File: src/rtl/gt_rx_reset_pkg.sv
// Shared definitions for the GT RX reset sequencer: one-hot lane state encoding,
// retry counter width and counter-sizing helpers.
package gt_rx_reset_pkg;

  typedef enum logic [3:0] {
    ST_RESET     = 4'b0001,
    ST_WAIT_LOCK = 4'b0010,
    ST_VERIFY    = 4'b0100,
    ST_UP        = 4'b1000
  } lane_state_e;

  localparam int RETRY_W = 8;

  function automatic int max3(input int a, input int b, input int c);
    int m;
    m = (a > b) ? a : b;
    return (m > c) ? m : c;
  endfunction

  // Counter only ever reaches max_cycles-1 before being cleared.
  function automatic int cnt_w_for(input int max_cycles);
    return (max_cycles < 2) ? 1 : $clog2(max_cycles);
  endfunction

endpackage

File: src/rtl/gt_rx_reset_lane.sv
// One RX lane reset FSM with its phase counter; optional saturating retry counter
// when RX_RESET_SEQ_RETRY_CNT_EN is defined.
module gt_rx_reset_lane
  import gt_rx_reset_pkg::*;
#(
  parameter int RST_HOLD_CYCLES  = 32,
  parameter int LOCK_WAIT_CYCLES = 67108864,
  parameter int STABLE_CYCLES    = 1024,
  parameter int CNT_W            = 27
) (
  input  logic               clk,
  input  logic               reset,
  input  logic               good,
  input  logic               enable,
  output logic               rx_reset,
  output logic               lane_up
`ifdef RX_RESET_SEQ_RETRY_CNT_EN
  ,
  output logic [RETRY_W-1:0] retry_cnt
`endif
);

  localparam int MAX_CYCLES = max3(RST_HOLD_CYCLES, LOCK_WAIT_CYCLES, STABLE_CYCLES);

  if (CNT_W < cnt_w_for(MAX_CYCLES)) begin : g_cnt_w_err
    $error("CNT_W=%0d cannot hold %0d cycles", CNT_W, MAX_CYCLES);
  end

  localparam logic [CNT_W-1:0] HOLD_LAST   = CNT_W'(RST_HOLD_CYCLES - 1);
  localparam logic [CNT_W-1:0] LOCK_LAST   = CNT_W'(LOCK_WAIT_CYCLES - 1);
  localparam logic [CNT_W-1:0] STABLE_LAST = CNT_W'(STABLE_CYCLES - 1);

  lane_state_e      state_q, state_d;
  logic [CNT_W-1:0] cnt_q, cnt_d;
  logic             rx_reset_q, rx_reset_d;
  logic             lane_up_q, lane_up_d;

  always_comb begin
    state_d = state_q;
    cnt_d   = cnt_q + 1'b1;
    if (!enable) begin
      state_d = ST_RESET;
      cnt_d   = '0;
    end else begin
      case (state_q)
        ST_RESET: begin
          if (cnt_q == HOLD_LAST) begin
            state_d = ST_WAIT_LOCK;
            cnt_d   = '0;
          end
        end
        ST_WAIT_LOCK: begin
          if (good) begin
            state_d = ST_VERIFY;
            cnt_d   = '0;
          end else if (cnt_q == LOCK_LAST) begin
            state_d = ST_RESET;
            cnt_d   = '0;
          end
        end
        ST_VERIFY: begin
          if (!good) begin
            state_d = ST_RESET;
            cnt_d   = '0;
          end else if (cnt_q == STABLE_LAST) begin
            state_d = ST_UP;
            cnt_d   = '0;
          end
        end
        ST_UP: begin
          cnt_d = '0;
          if (!good) state_d = ST_RESET;
        end
        default: begin
          state_d = ST_RESET;
          cnt_d   = '0;
        end
      endcase
    end
    // Outputs are registered from the next state so they change with the state.
    rx_reset_d = (state_d == ST_RESET);
    lane_up_d  = (state_d == ST_UP);
  end

  always_ff @(posedge clk) begin
    if (reset) begin
      state_q    <= ST_RESET;
      cnt_q      <= '0;
      rx_reset_q <= 1'b1;
      lane_up_q  <= 1'b0;
    end else begin
      state_q    <= state_d;
      cnt_q      <= cnt_d;
      rx_reset_q <= rx_reset_d;
      lane_up_q  <= lane_up_d;
    end
  end

  assign rx_reset = rx_reset_q;
  assign lane_up  = lane_up_q;

`ifdef RX_RESET_SEQ_RETRY_CNT_EN
  logic               retry_evt;
  logic [RETRY_W-1:0] retry_q, retry_d;

  // A retry is any fault-driven return to RESET; masking a lane is not a retry.
  always_comb begin
    retry_evt = enable && !good &&
                ((state_q == ST_UP) || (state_q == ST_VERIFY) ||
                 ((state_q == ST_WAIT_LOCK) && (cnt_q == LOCK_LAST)));
    retry_d   = retry_q;
    if (retry_evt && (retry_q != '1)) retry_d = retry_q + 1'b1;
  end

  always_ff @(posedge clk) begin
    if (reset) retry_q <= '0;
    else       retry_q <= retry_d;
  end

  assign retry_cnt = retry_q;
`endif

endmodule

File: src/rtl/gt_rx_reset_seq.sv
// Multi-lane GT RX reset sequencer: per-lane FSMs plus registered channel_up.
// Define RX_RESET_SEQ_RETRY_CNT_EN to expose per-lane retry_cnt.
module gt_rx_reset_seq
  import gt_rx_reset_pkg::*;
#(
  parameter int NUM_LANES        = 4,
  parameter int RST_HOLD_CYCLES  = 32,
  parameter int LOCK_WAIT_CYCLES = 67108864,
  parameter int STABLE_CYCLES    = 1024,
  parameter int CNT_W            = 27
) (
  input  logic                         clk,
  input  logic                         reset,
  input  logic [NUM_LANES-1:0]         rx_status,
  input  logic [NUM_LANES-1:0]         rx_aligned,
  input  logic [NUM_LANES-1:0]         lane_mask,
  output logic [NUM_LANES-1:0]         gtwiz_rx_reset,
  output logic [NUM_LANES-1:0]         lane_up,
  output logic                         channel_up
`ifdef RX_RESET_SEQ_RETRY_CNT_EN
  ,
  output logic [RETRY_W*NUM_LANES-1:0] retry_cnt
`endif
);

  logic channel_up_q, channel_up_d;

  for (genvar i = 0; i < NUM_LANES; i++) begin : g_lane
    gt_rx_reset_lane #(
      .RST_HOLD_CYCLES (RST_HOLD_CYCLES),
      .LOCK_WAIT_CYCLES(LOCK_WAIT_CYCLES),
      .STABLE_CYCLES   (STABLE_CYCLES),
      .CNT_W           (CNT_W)
    ) u_lane (
      .clk      (clk),
      .reset    (reset),
      .good     (rx_status[i] & rx_aligned[i]),
      .enable   (lane_mask[i]),
      .rx_reset (gtwiz_rx_reset[i]),
      .lane_up  (lane_up[i])
`ifdef RX_RESET_SEQ_RETRY_CNT_EN
      ,
      .retry_cnt(retry_cnt[RETRY_W*i +: RETRY_W])
`endif
    );
  end

  // Disabled lanes count as up, but an all-disabled channel is never up.
  always_comb begin
    channel_up_d = (&(lane_up | ~lane_mask)) & (|lane_mask);
  end

  always_ff @(posedge clk) begin
    if (reset) channel_up_q <= 1'b0;
    else       channel_up_q <= channel_up_d;
  end

  assign channel_up = channel_up_q;

endmodule

File: config.mk
export PLATFORM = sky130hd
export DESIGN_NAME = gt_rx_reset_seq
export DESIGN_NICKNAME = d
export VERILOG_FILES = /design/src/rtl/gt_rx_reset_pkg.sv /design/src/rtl/gt_rx_reset_lane.sv /design/src/rtl/gt_rx_reset_seq.sv
export SDC_FILE = /design/constraint.sdc
export NUM_CORES = 1
export LEC_CHECK = 0
export CORE_UTILIZATION = 40
export CTS_BUF_LIST = sky130_fd_sc_hd__clkbuf_4 sky130_fd_sc_hd__clkbuf_8 sky130_fd_sc_hd__clkbuf_16
export CTS_CLUSTER_DIAMETER = 150
export DETAILED_ROUTE_END_ITERATION = 16
export GPL_TIMING_DRIVEN = 0
export HOLD_SLACK_MARGIN = 0.05
export PLACE_DENSITY_LB_ADDON = 0.05
export SYNTH_ARGS = -nofsm -noshare
export SYNTH_HDL_FRONTEND = slang
export SYNTH_SLANG_ARGS = --single-unit
export TNS_END_PERCENT = 20
File: constraint.sdc
create_clock -name clk -period 4.1 [get_ports clk]
set_input_delay 0.41 -clock clk [delete_from_list [all_inputs] [get_ports clk]]
set_output_delay 0.41 -clock clk [all_outputs]
set_load 0.005 [all_outputs]
==> reports/results.txt <==
Post-DRT Antenna Nets: 0
CTS Buffer Depth: 2
Die extent in x: 133 µm
GRT overflow: 0
Layout Cells excl Fill: 1055
CP Data Arrival Time: 3.08 ns
PnR worst setup slack: 1.30 ns
Setup TNS: 0 ns
Final setup vio count: 0
RSZ-0062 raised after global routing: no
Top FF cell, synth: dfxtp_1
Seq/Total Area, Yosys: 38.7%
Status: complete, no violations
1st-iter DRT viols: 356
Fillers: 1615
Post-Route WL: 16.3 mm
Placed Cells: 1023
Commonest non-fill, non-tap cell in the layout: dfxtp_1
Die Ht: 133 µm
Post-cts resize count: 0
H-tree depth: 4
Post-route DRC: 0
Final Net Count: 840
CP most frequent cell: buf_2
Pre-CTS WS: 1.25 ns
Reg area: 2660 µm²
DR vias/cell: 5.54
Slowest CP cell: nor4b_1
CP Capture Type: register
FMAX: 358 MHz
Synthesized instance count: 781
Worst skew pair latency: 0.42 ns
Mapped cell area: 6880 µm²
Core Area: 16700 µm²
Distinct cell type count after synthesis: 59
FF+latch count, synth: 133
Routed len/inst: 15.5 µm
Syn Nets: 799
Commonest cells after routing, fill and taps aside: 133 x dfxtp_1, 105 x a211oi_1, 62 x xnor2_1, 47 x nand3_1
Ys async rst share: 0%
ANT cells: 0
Crit path kind: register to register
IO Count: 23
IO Port Bufs: 22
Max Cap Viol: 0
WHS: 0.479 ns
Initial antenna violation count: 0
Worst EP required: 4.38 ns
Post-detail-place hpwl: 11.6 mm
Largest net degree at the start of global routing: 17
Max transition margin: 56.9%
Synth Area per Inst: 8.81 µm²
Post-synth EDFFs: 0
Via Count: 5845
Critical path, cell by cell: ha_1 > and3_1 > clkbuf_1 > nand3_2 > nor4b_1 > or3_1 > buf_2 > buf_2 > a211oi_1
Layout cell share with drive strength beyond 1: 9.22%
Clk root buf: clkbuf_16
Area of the multi-input gates: 3880 µm²
Final hold vios: 0
Clk pin slew, worst setup/hold paths: 0.05 ns
Layout area overhead: 15.9%
Final Skew: 0.00586 ns
Slew Viols, Final: 0
Vias in the first global route: 5722
DIE AREA: 17700 µm²
Pleak: 2.42 nW
First drt pass iteration count: 4
Post-Route Utilization: 47.7%
Rows: 47
Min Tclk post-route: 2.80 ns
Critical path launch point type: register
Initial Util: 41.2%
Yosys warning count: 0
First-pass GRT wire length: 28.1 mm
Critical Path Fanout Max: 10
Worst vdd ir: 306 µV
Slew @ Worst Pin: 0.642 ns
Max stage delay on crit path: 0.58 ns
Post-CTS Setup Bufs: 0
Hold/Removal Path Class: register to register
Total CTS buffers: 17
Final period util: 68.2%
Power Dens Cells: 362 nW/µm²
Hold buffer count at cts: 0
GRT Overall Usage: 19.5%
CTS tree: built
Routability cong.: 0.840
Clock Sinks: 133
==> layout make-up <==
class                           instances  area share, %
Buffer                                 49           3.27
Clock inverter                          9           1.26
Clock buffer                           23           6.22
Timing Repair Buffer                   22           2.76
Inverter                               20          0.942
Tap cell                              220           3.45
Multi-Input combinational cell        579           48.7
Sequential cell                       133           33.4
==> worst max-delay path: cells and delay by family, from the launching register on <==
kind	cells	cell delay, ns
adder cells (fa/ha/maj)	1	0.20
AND/OR/NAND/NOR	4	1.20
flip-flops	1	0.39
AO/OA/AOI/OAI	1	0.11
buffers and inverters	3	0.76
==> synthesized netlist by cell type (9+ instances only) <==
cell | instances | area share (%)
nor4_1 | 24 | 2.2
or3_1 | 9 | 0.82
nor2_1 | 39 | 2.1
nand3b_1 | 9 | 0.98
nand4_1 | 27 | 2.5
o21ai_0 | 13 | 0.95
dfxtp_1 | 133 | 39
nand2b_1 | 10 | 0.91
inv_1 | 18 | 0.98
a211oi_1 | 105 | 11
buf_2 | 16 | 1.2
clkbuf_1 | 20 | 1.1
nand3_1 | 47 | 3.4
and4_1 | 16 | 2.0
and3_1 | 16 | 1.5
buf_4 | 11 | 1.2
a21oi_1 | 10 | 0.73
xor2_1 | 42 | 5.3
nor3_1 | 38 | 2.8
nand2_1 | 42 | 2.3
xnor2_1 | 62 | 7.9
==> power breakdown <==
group	switching, W	internal [W]	total, W
Sequential	0.00000383	0.00130	0.00130
Clock	0.000558	0.000967	0.00152
Combinational	0.0000356	0.0000225	0.0000581
Total	0.000597	0.00229	0.00288
==> layer usage <==
layer	track usage [%]	wire, µm	up-vias	share of wire, %
met4	6.38	193	0	1.2
met2	30.6	7490	82	46
met1	26.4	8160	2744	50
met3	4.22	493	16	3.0
li1	-	-	3003	-
met5	0	0	-	0
==> per-stage QoR <==
step | instance area (µm²) | total power [W]
after detailed placement | 7370 | 0.00139
final | 7970 | 0.00288
after global placement | 7370 | 0.00139
after global routing | 7970 | 0.00299
after floorplan | 6880 | 0.00136
after CTS | 7970 | 0.00292
==> state kept, by name (all words and copies together) (netlist names) <==
name	count
channel_up	1
g_lane.u_lane.cnt_q	108
g_lane.u_lane.lane_up	4
g_lane.u_lane.rx_reset	4
g_lane.u_lane.state_q	16
==> cell families (layout without fill, tap and decap cells) <==
logic type / count (synthesis) / in the layout / synth area share (%)
AND/OR/NAND/NOR: 312 / 312 / 25.7
buffers and inverters: 69 / 123 / 4.88
adder cells (fa/ha/maj): 4 / 4 / 0.728
XOR/XNOR: 104 / 104 / 13.2
AO/OA/AOI/OAI: 159 / 159 / 16.8
flip-flops: 133 / 133 / 38.7
==> worst paths after layout <==
path                             startpoint                          to  slack, ns  cells past startpoint
hold reg to reg   g_lane[3].u_lane.cnt_q[0]   g_lane[3].u_lane.cnt_q[0]       0.48                      1
hold / removal    g_lane[3].u_lane.cnt_q[0]   g_lane[3].u_lane.cnt_q[0]       0.48                      1
setup reg to reg  g_lane[1].u_lane.cnt_q[0]  g_lane[1].u_lane.cnt_q[14]       1.30                      9
setup / recovery  g_lane[1].u_lane.cnt_q[0]  g_lane[1].u_lane.cnt_q[14]       1.30                      9
Note: power is estimated with default switching activity, not from simulation.
